**src/rtl/mdu_seq_64bit.sv**
```systemverilog
// Multi-cycle MULT/MULTU/DIV/DIVU sequencer for the MIPS core. It drives an
// external 64-bit adder/subtractor every cycle and holds the HI/LO results.
module mdu_seq_64bit (
    input  logic        clk,
    input  logic        reset_n,
    input  logic        start,
    input  logic [1:0]  op,
    input  logic [31:0] rs,
    input  logic [31:0] rt,
    output logic        busy,
    output logic        done,
    output logic [31:0] hi,
    output logic [31:0] lo,
    output logic        div_by_zero,
    output logic [63:0] add_a,
    output logic [63:0] add_b,
    output logic        add_cin,
    input  logic [63:0] add_out,
    input  logic        add_cout
);

    typedef enum logic [2:0] {
        S_IDLE,
        S_NEG_A,
        S_NEG_B,
        S_ITER,
        S_FIX1,
        S_FIX2,
        S_DONE
    } state_t;

    state_t      r_state;
    state_t      w_next;
    logic        r_busy;
    logic        r_done;
    logic        r_is_div;
    logic        r_sign_a;
    logic        r_sign_b;
    logic        r_dbz;
    logic [4:0]  r_cnt;
    logic [31:0] r_a;
    logic [31:0] r_b;
    logic [63:0] r_acc;
    logic [63:0] r_mc;
    logic [31:0] r_hi;
    logic [31:0] r_lo;
    logic [63:0] w_add_a;
    logic [63:0] w_add_b;
    logic        w_add_cin;
    logic        w_div_zero;
    logic        w_unused;

    // Carry-out is not needed: sign of a divide step comes from add_out[63].
    assign w_unused   = add_cout;
    assign w_div_zero = op[1] && (rt == 32'd0);

    assign busy        = r_busy;
    assign done        = r_done;
    assign hi          = r_hi;
    assign lo          = r_lo;
    assign div_by_zero = r_dbz;
    assign add_a       = w_add_a;
    assign add_b       = w_add_b;
    assign add_cin     = w_add_cin;

    always_ff @(posedge clk or negedge reset_n) begin
        if (!reset_n) begin
            r_state <= S_IDLE;
            r_busy  <= 1'b0;
            r_done  <= 1'b0;
        end else begin
            r_state <= w_next;
            r_busy  <= (w_next != S_IDLE);
            r_done  <= (w_next == S_DONE);
        end
    end

    always_comb begin
        w_next    = r_state;
        w_add_a   = 64'd0;
        w_add_b   = 64'd0;
        w_add_cin = 1'b0;
        case (r_state)
            S_IDLE: begin
                if (start) begin
                    w_next = w_div_zero ? S_DONE : S_NEG_A;
                end
            end
            S_NEG_A: begin
                w_next = S_NEG_B;
                if (r_sign_a) begin
                    w_add_b   = {32'd0, r_a};
                    w_add_cin = 1'b1;
                end
            end
            S_NEG_B: begin
                w_next = S_ITER;
                if (r_sign_b) begin
                    w_add_b   = {32'd0, r_b};
                    w_add_cin = 1'b1;
                end
            end
            S_ITER: begin
                if (r_cnt == 5'd31) begin
                    w_next = S_FIX1;
                end
                // Divide: trial-subtract divisor from {rem, next dividend bit}.
                if (r_is_div) begin
                    w_add_a   = {31'd0, r_acc[31:0], r_a[31]};
                    w_add_b   = {32'd0, r_b};
                    w_add_cin = 1'b1;
                end else if (r_b[0]) begin
                    w_add_a = r_acc;
                    w_add_b = r_mc;
                end
            end
            S_FIX1: begin
                w_next = S_FIX2;
                if (r_sign_a ^ r_sign_b) begin
                    w_add_b   = r_is_div ? {32'd0, r_a} : r_acc;
                    w_add_cin = 1'b1;
                end
            end
            S_FIX2: begin
                w_next = S_DONE;
                if (r_is_div && r_sign_a) begin
                    w_add_b   = {32'd0, r_acc[31:0]};
                    w_add_cin = 1'b1;
                end
            end
            S_DONE: begin
                w_next = S_IDLE;
            end
            default: begin
                w_next = S_IDLE;
            end
        endcase
    end

    // r_a doubles as the shifting dividend/quotient; r_b as the shifting multiplier.
    always_ff @(posedge clk or negedge reset_n) begin
        if (!reset_n) begin
            r_is_div <= 1'b0;
            r_sign_a <= 1'b0;
            r_sign_b <= 1'b0;
            r_dbz    <= 1'b0;
            r_cnt    <= 5'd0;
            r_a      <= 32'd0;
            r_b      <= 32'd0;
            r_acc    <= 64'd0;
            r_mc     <= 64'd0;
            r_hi     <= 32'd0;
            r_lo     <= 32'd0;
        end else begin
            case (r_state)
                S_IDLE: begin
                    if (start) begin
                        r_is_div <= op[1];
                        r_sign_a <= rs[31] & op[0];
                        r_sign_b <= rt[31] & op[0];
                        r_a      <= rs;
                        r_b      <= rt;
                        r_acc    <= 64'd0;
                        r_mc     <= 64'd0;
                        r_cnt    <= 5'd0;
                        r_dbz    <= 1'b0;
                        if (w_div_zero) begin
                            r_hi  <= rs;
                            r_lo  <= 32'hFFFF_FFFF;
                            r_dbz <= 1'b1;
                        end
                    end
                end
                S_NEG_A: begin
                    if (r_sign_a) begin
                        r_a <= add_out[31:0];
                    end
                end
                S_NEG_B: begin
                    if (r_sign_b) begin
                        r_b <= add_out[31:0];
                    end
                    r_mc  <= {32'd0, r_a};
                    r_cnt <= 5'd0;
                end
                S_ITER: begin
                    r_cnt <= r_cnt + 5'd1;
                    if (r_is_div) begin
                        if (!add_out[63]) begin
                            r_acc[31:0] <= add_out[31:0];
                            r_a         <= {r_a[30:0], 1'b1};
                        end else begin
                            r_acc[31:0] <= {r_acc[30:0], r_a[31]};
                            r_a         <= {r_a[30:0], 1'b0};
                        end
                    end else begin
                        if (r_b[0]) begin
                            r_acc <= add_out;
                        end
                        r_mc <= {r_mc[62:0], 1'b0};
                        r_b  <= {1'b0, r_b[31:1]};
                    end
                end
                S_FIX1: begin
                    if (r_sign_a ^ r_sign_b) begin
                        if (r_is_div) begin
                            r_a <= add_out[31:0];
                        end else begin
                            r_acc <= add_out;
                        end
                    end
                end
                S_FIX2: begin
                    if (r_is_div) begin
                        r_lo <= r_a;
                        r_hi <= r_sign_a ? add_out[31:0] : r_acc[31:0];
                    end else begin
                        r_hi <= r_acc[63:32];
                        r_lo <= r_acc[31:0];
                    end
                end
                default: begin
                end
            endcase
        end
    end

endmodule
```
**config.mk**
```make
export PLATFORM = sky130hd
export DESIGN_NAME = mdu_seq_64bit
export DESIGN_NICKNAME = d
export VERILOG_FILES = /design/src/rtl/mdu_seq_64bit.sv
export SDC_FILE = /design/constraint.sdc
export NUM_CORES = 1
export LEC_CHECK = 0
export CORE_AREA = 2 2 189 191
export CTS_CLUSTER_DIAMETER = 120
export DETAILED_ROUTE_END_ITERATION = 8
export DIE_AREA = 0 0 191 193
export PLACE_DENSITY = 0.82
export REMOVE_ABC_BUFFERS = 1
export SETUP_SLACK_MARGIN = 0.4
export SLEW_MARGIN = 15
export SYNTH_ARGS = -nofsm -noshare
export SYNTH_HDL_FRONTEND = slang
export SYNTH_SLANG_ARGS = --single-unit
```
**constraint.sdc**
```tcl
create_clock -name clk -period 2.5 [get_ports clk]
set_input_delay 0.5 -clock clk [delete_from_list [all_inputs] [get_ports clk]]
set_output_delay 0.5 -clock clk [all_outputs]
set_load 0.02 [all_outputs]
```
==> flow_summary.yaml <==
setup_path:
  r2r-start: "r_state[1]"
  path_cells: "or3_4 -> nand3_2 -> o21ai_2 -> nor3_4 -> buf_4 -> clkbuf_16 -> a221o_1 -> buf_6"
  critical_path.max_fanout: 11
  slowest_stage: "dfrtp_4"
  endpoint_kind: "output pin"
  crit_path_start_kind: "register"
  cpPeakStageDelay_ns: 0.50
  crit_type: "reg2out"
  path_buf_inv: 3
  crit_required_ns: 2.00
  critPathTopFamily: "simple AND/OR/NAND/NOR gates"
  startpoint: "r_state[0]"
  crit_arrival_ns: 2.62
layout:
  syn2layout_area_growth_pct: 58.2
  nFillCells: 2424
  layout-drive-gt1-share: 0.272
  multiInputGateArea_um2: 8770
  ff_latch_area_um2: 6770
  fin_nets: 2384
synthesis:
  synthArstFlopShare: 1.00
  synth_common_cells: "nand2_1 (328), dfrtp_1 (270), a21oi_1 (168), o21ai_0 (142), nor2_1 (106)"
  ys_seq_area_frac: 0.439
  yosys.area.top_type_share: 0.439
  syn_area_um2: 15400
  synth_ff_type: "dfrtp_1"
  netlist_top_cells_area: "dfrtp_1 (44%), nand2_1 (8.0%), mux2i_1 (6.2%), a21oi_1 (5.5%), o21ai_0 (4.6%)"
  ys_warn_count: 0
  synth_top_area_cell: "dfrtp_1"
  yosysMostFrequentCell: "nand2_1"
  synth_cells: 1789
  synth_cell_type_count: 53
  synth.avg_cell_area_um2: 8.61
  synth_seq_cells: 270
  synth_edf_count: 0
detailed_routing:
  drc: 0
  wl_um: 72800
  viasPerCell: 6.37
  ant_nets: 0
  wl_per_cell_um: 26.6
  vias: 17500
  drt-initial-drc-count: 2607
  first_pass_iters: 8
run_status:
  violations: "negative setup slack"
  outcome: "finished, violations left"
timing:
  setup_viol: 137
  min_period_ns: 3.12
  fmax_mhz: 320
  worst_slew_pin_slew_ns: 0.646
  slew_headroom: 0.569
  skew_ns: 0.0243
  period_share: 1.25
  grt_setup_unrepaired: "yes"
  worst_slack_ns: -0.622
  maxSlewViolCount: 0
  finalHoldViolations: 0
floorplan:
  die_h_um: 193
  rows: 69
  die_area_um2: 36900
  core_area_um2: 35000
  die_w_um: 191
  io_pins: 330
  start_util: 0.441
clocking:
  cts_root_buffer: "clkbuf_16"
  cts_buffer_depth: 3
  clk_pin_slew_ns: 0.06
  clkLatencyLatePin_ns: 0.58
  cts.htree.levels: 1
  cts_buffers: 31
  tritoncts: "yes"
  clkSinkCount: 270
global_routing:
  overflow: 0
  first_global_vias: 16500
  antenna_found_initial: 3
  grt_pass1_wl_um: 102000
  grt_usage: 0.363
  grt_max_degree: 70
power_and_ir_drop:
  ir_worst_vdd_mv: 1.26
  powerDensity_nw_per_um2: 1290
  p_leak_nw: 11.0
  finalPower_mw: 31.4
min_path:
  hold_path.class: "in2reg"
  hold_start: "add_out[61]"
placement:
  io_buffers: 328
  place_ws_ns: -0.322
  post-dp-hpwl_um: 41000
  gp_congestion: 0.896
job:
  drv_cap: 0
## timing repair
action                     in CTS  in global routing
setup buffers                  87                 21
gates resized for setup       891                199
hold endpoints to repair       59                  0
setup endpoints to repair     297                394
cloned                         27                 10
hold buffers                    1                  0
pin swaps                      42                 40
## kinds of logic (layout without fill, tap and decap cells)
kind of cell	after synthesis	in the layout	share of synthesized area
AO/OA/AOI/OAI	617	617	0.252
AND/OR/NAND/NOR	597	597	0.169
flip-flops	270	270	0.439
buffers and inverters	173	657	0.0521
multiplexers	128	128	0.0858
adder cells (fa/ha/maj)	2	2	0.00162
XOR/XNOR	2	2	0.00162
other	0	5	0
## path summary, 6_finish.rpt
kind | slack, ns | cells past startpoint | to
worst min register to register | 0.50 | 1 | r_cnt[3]
worst min-delay path | 0.46 | 3 | r_acc[61]
max in group asynchronous | 1.29 | 3 | r_mc[17]
min in group asynchronous | 0.53 | 2 | hi[14]
worst max-delay path | -0.62 | 8 | add_b[9]
worst max register to register | -0.05 | 13 | r_acc[18]
## placed cells by master (no fill, tap or decap), types with 95 or more instances in the layout
| cell | instances |
|---|---|
| nand2_1 | 324 |
| buf_4 | 104 |
| clkdlybuf4s50_1 | 193 |
| a21oi_1 | 118 |
| o21ai_0 | 135 |
| nor2_1 | 101 |
| mux2i_1 | 95 |
| dfrtp_1 | 264 |
| buf_6 | 181 |
## registers in the layout, indices dropped and copies added, names as in the netlist, 3 cells and up
register  cells
r_cnt         5
r_a          32
r_state       3
r_mc         64
hi           32
r_acc        64
r_b          32
lo           32
## through the flow
stage	setup TNS (ns)	instance area, µm²	utilization	cells	hold WS (ns)
floorplan	-2056.48	14600	-	1619	0.204
global placement	-29.35	20000	0.571	2530	0.462
detailed placement	-30.36	20000	0.571	2530	0.482
CTS	-45.41	23200	0.663	2703	0.445
global route	-67.86	24400	0.697	2737	0.462
finish	-59.32	24400	0.697	2739	0.456
## worst register-to-register path, delay by kind of cell, from the launching register on
family	cells	cell delay [ns]
buf+inv	9	1.15
simple gates	1	0.05
flops	1	0.43
compound gates	3	0.77
## report_power, final
group	switching, mW	internal, mW
clock network	1.95	2.54
registers	1.93	5.93
logic	10.3	8.78
total	14.2	17.2
## routing by layer
| layer | up-vias | wire [µm] | track usage |
|---|---|---|---|
| li1 | 7375 | - | - |
| met1 | 8353 | 26800 | 0.467 |
| met2 | 1366 | 32700 | 0.561 |
| met3 | 363 | 8260 | 0.0854 |
| met4 | 0 | 5070 | 0.211 |
| met5 | - | 0 | 0 |
## layout make-up
| type | instances | area share |
|---|---|---|
| Multi-Input combinational cell | 1346 | 0.360 |
| Timing Repair Buffer | 596 | 0.297 |
| Sequential cell | 270 | 0.278 |
| Clock buffer | 45 | 0.0360 |
| Tap cell | 461 | 0.0237 |
| Clock inverter | 13 | 0.00431 |
| Inverter | 3 | 0.000770 |
| Antenna cell | 5 | 0.000513 |
Note: power is estimated with default switching activity, not from simulation.
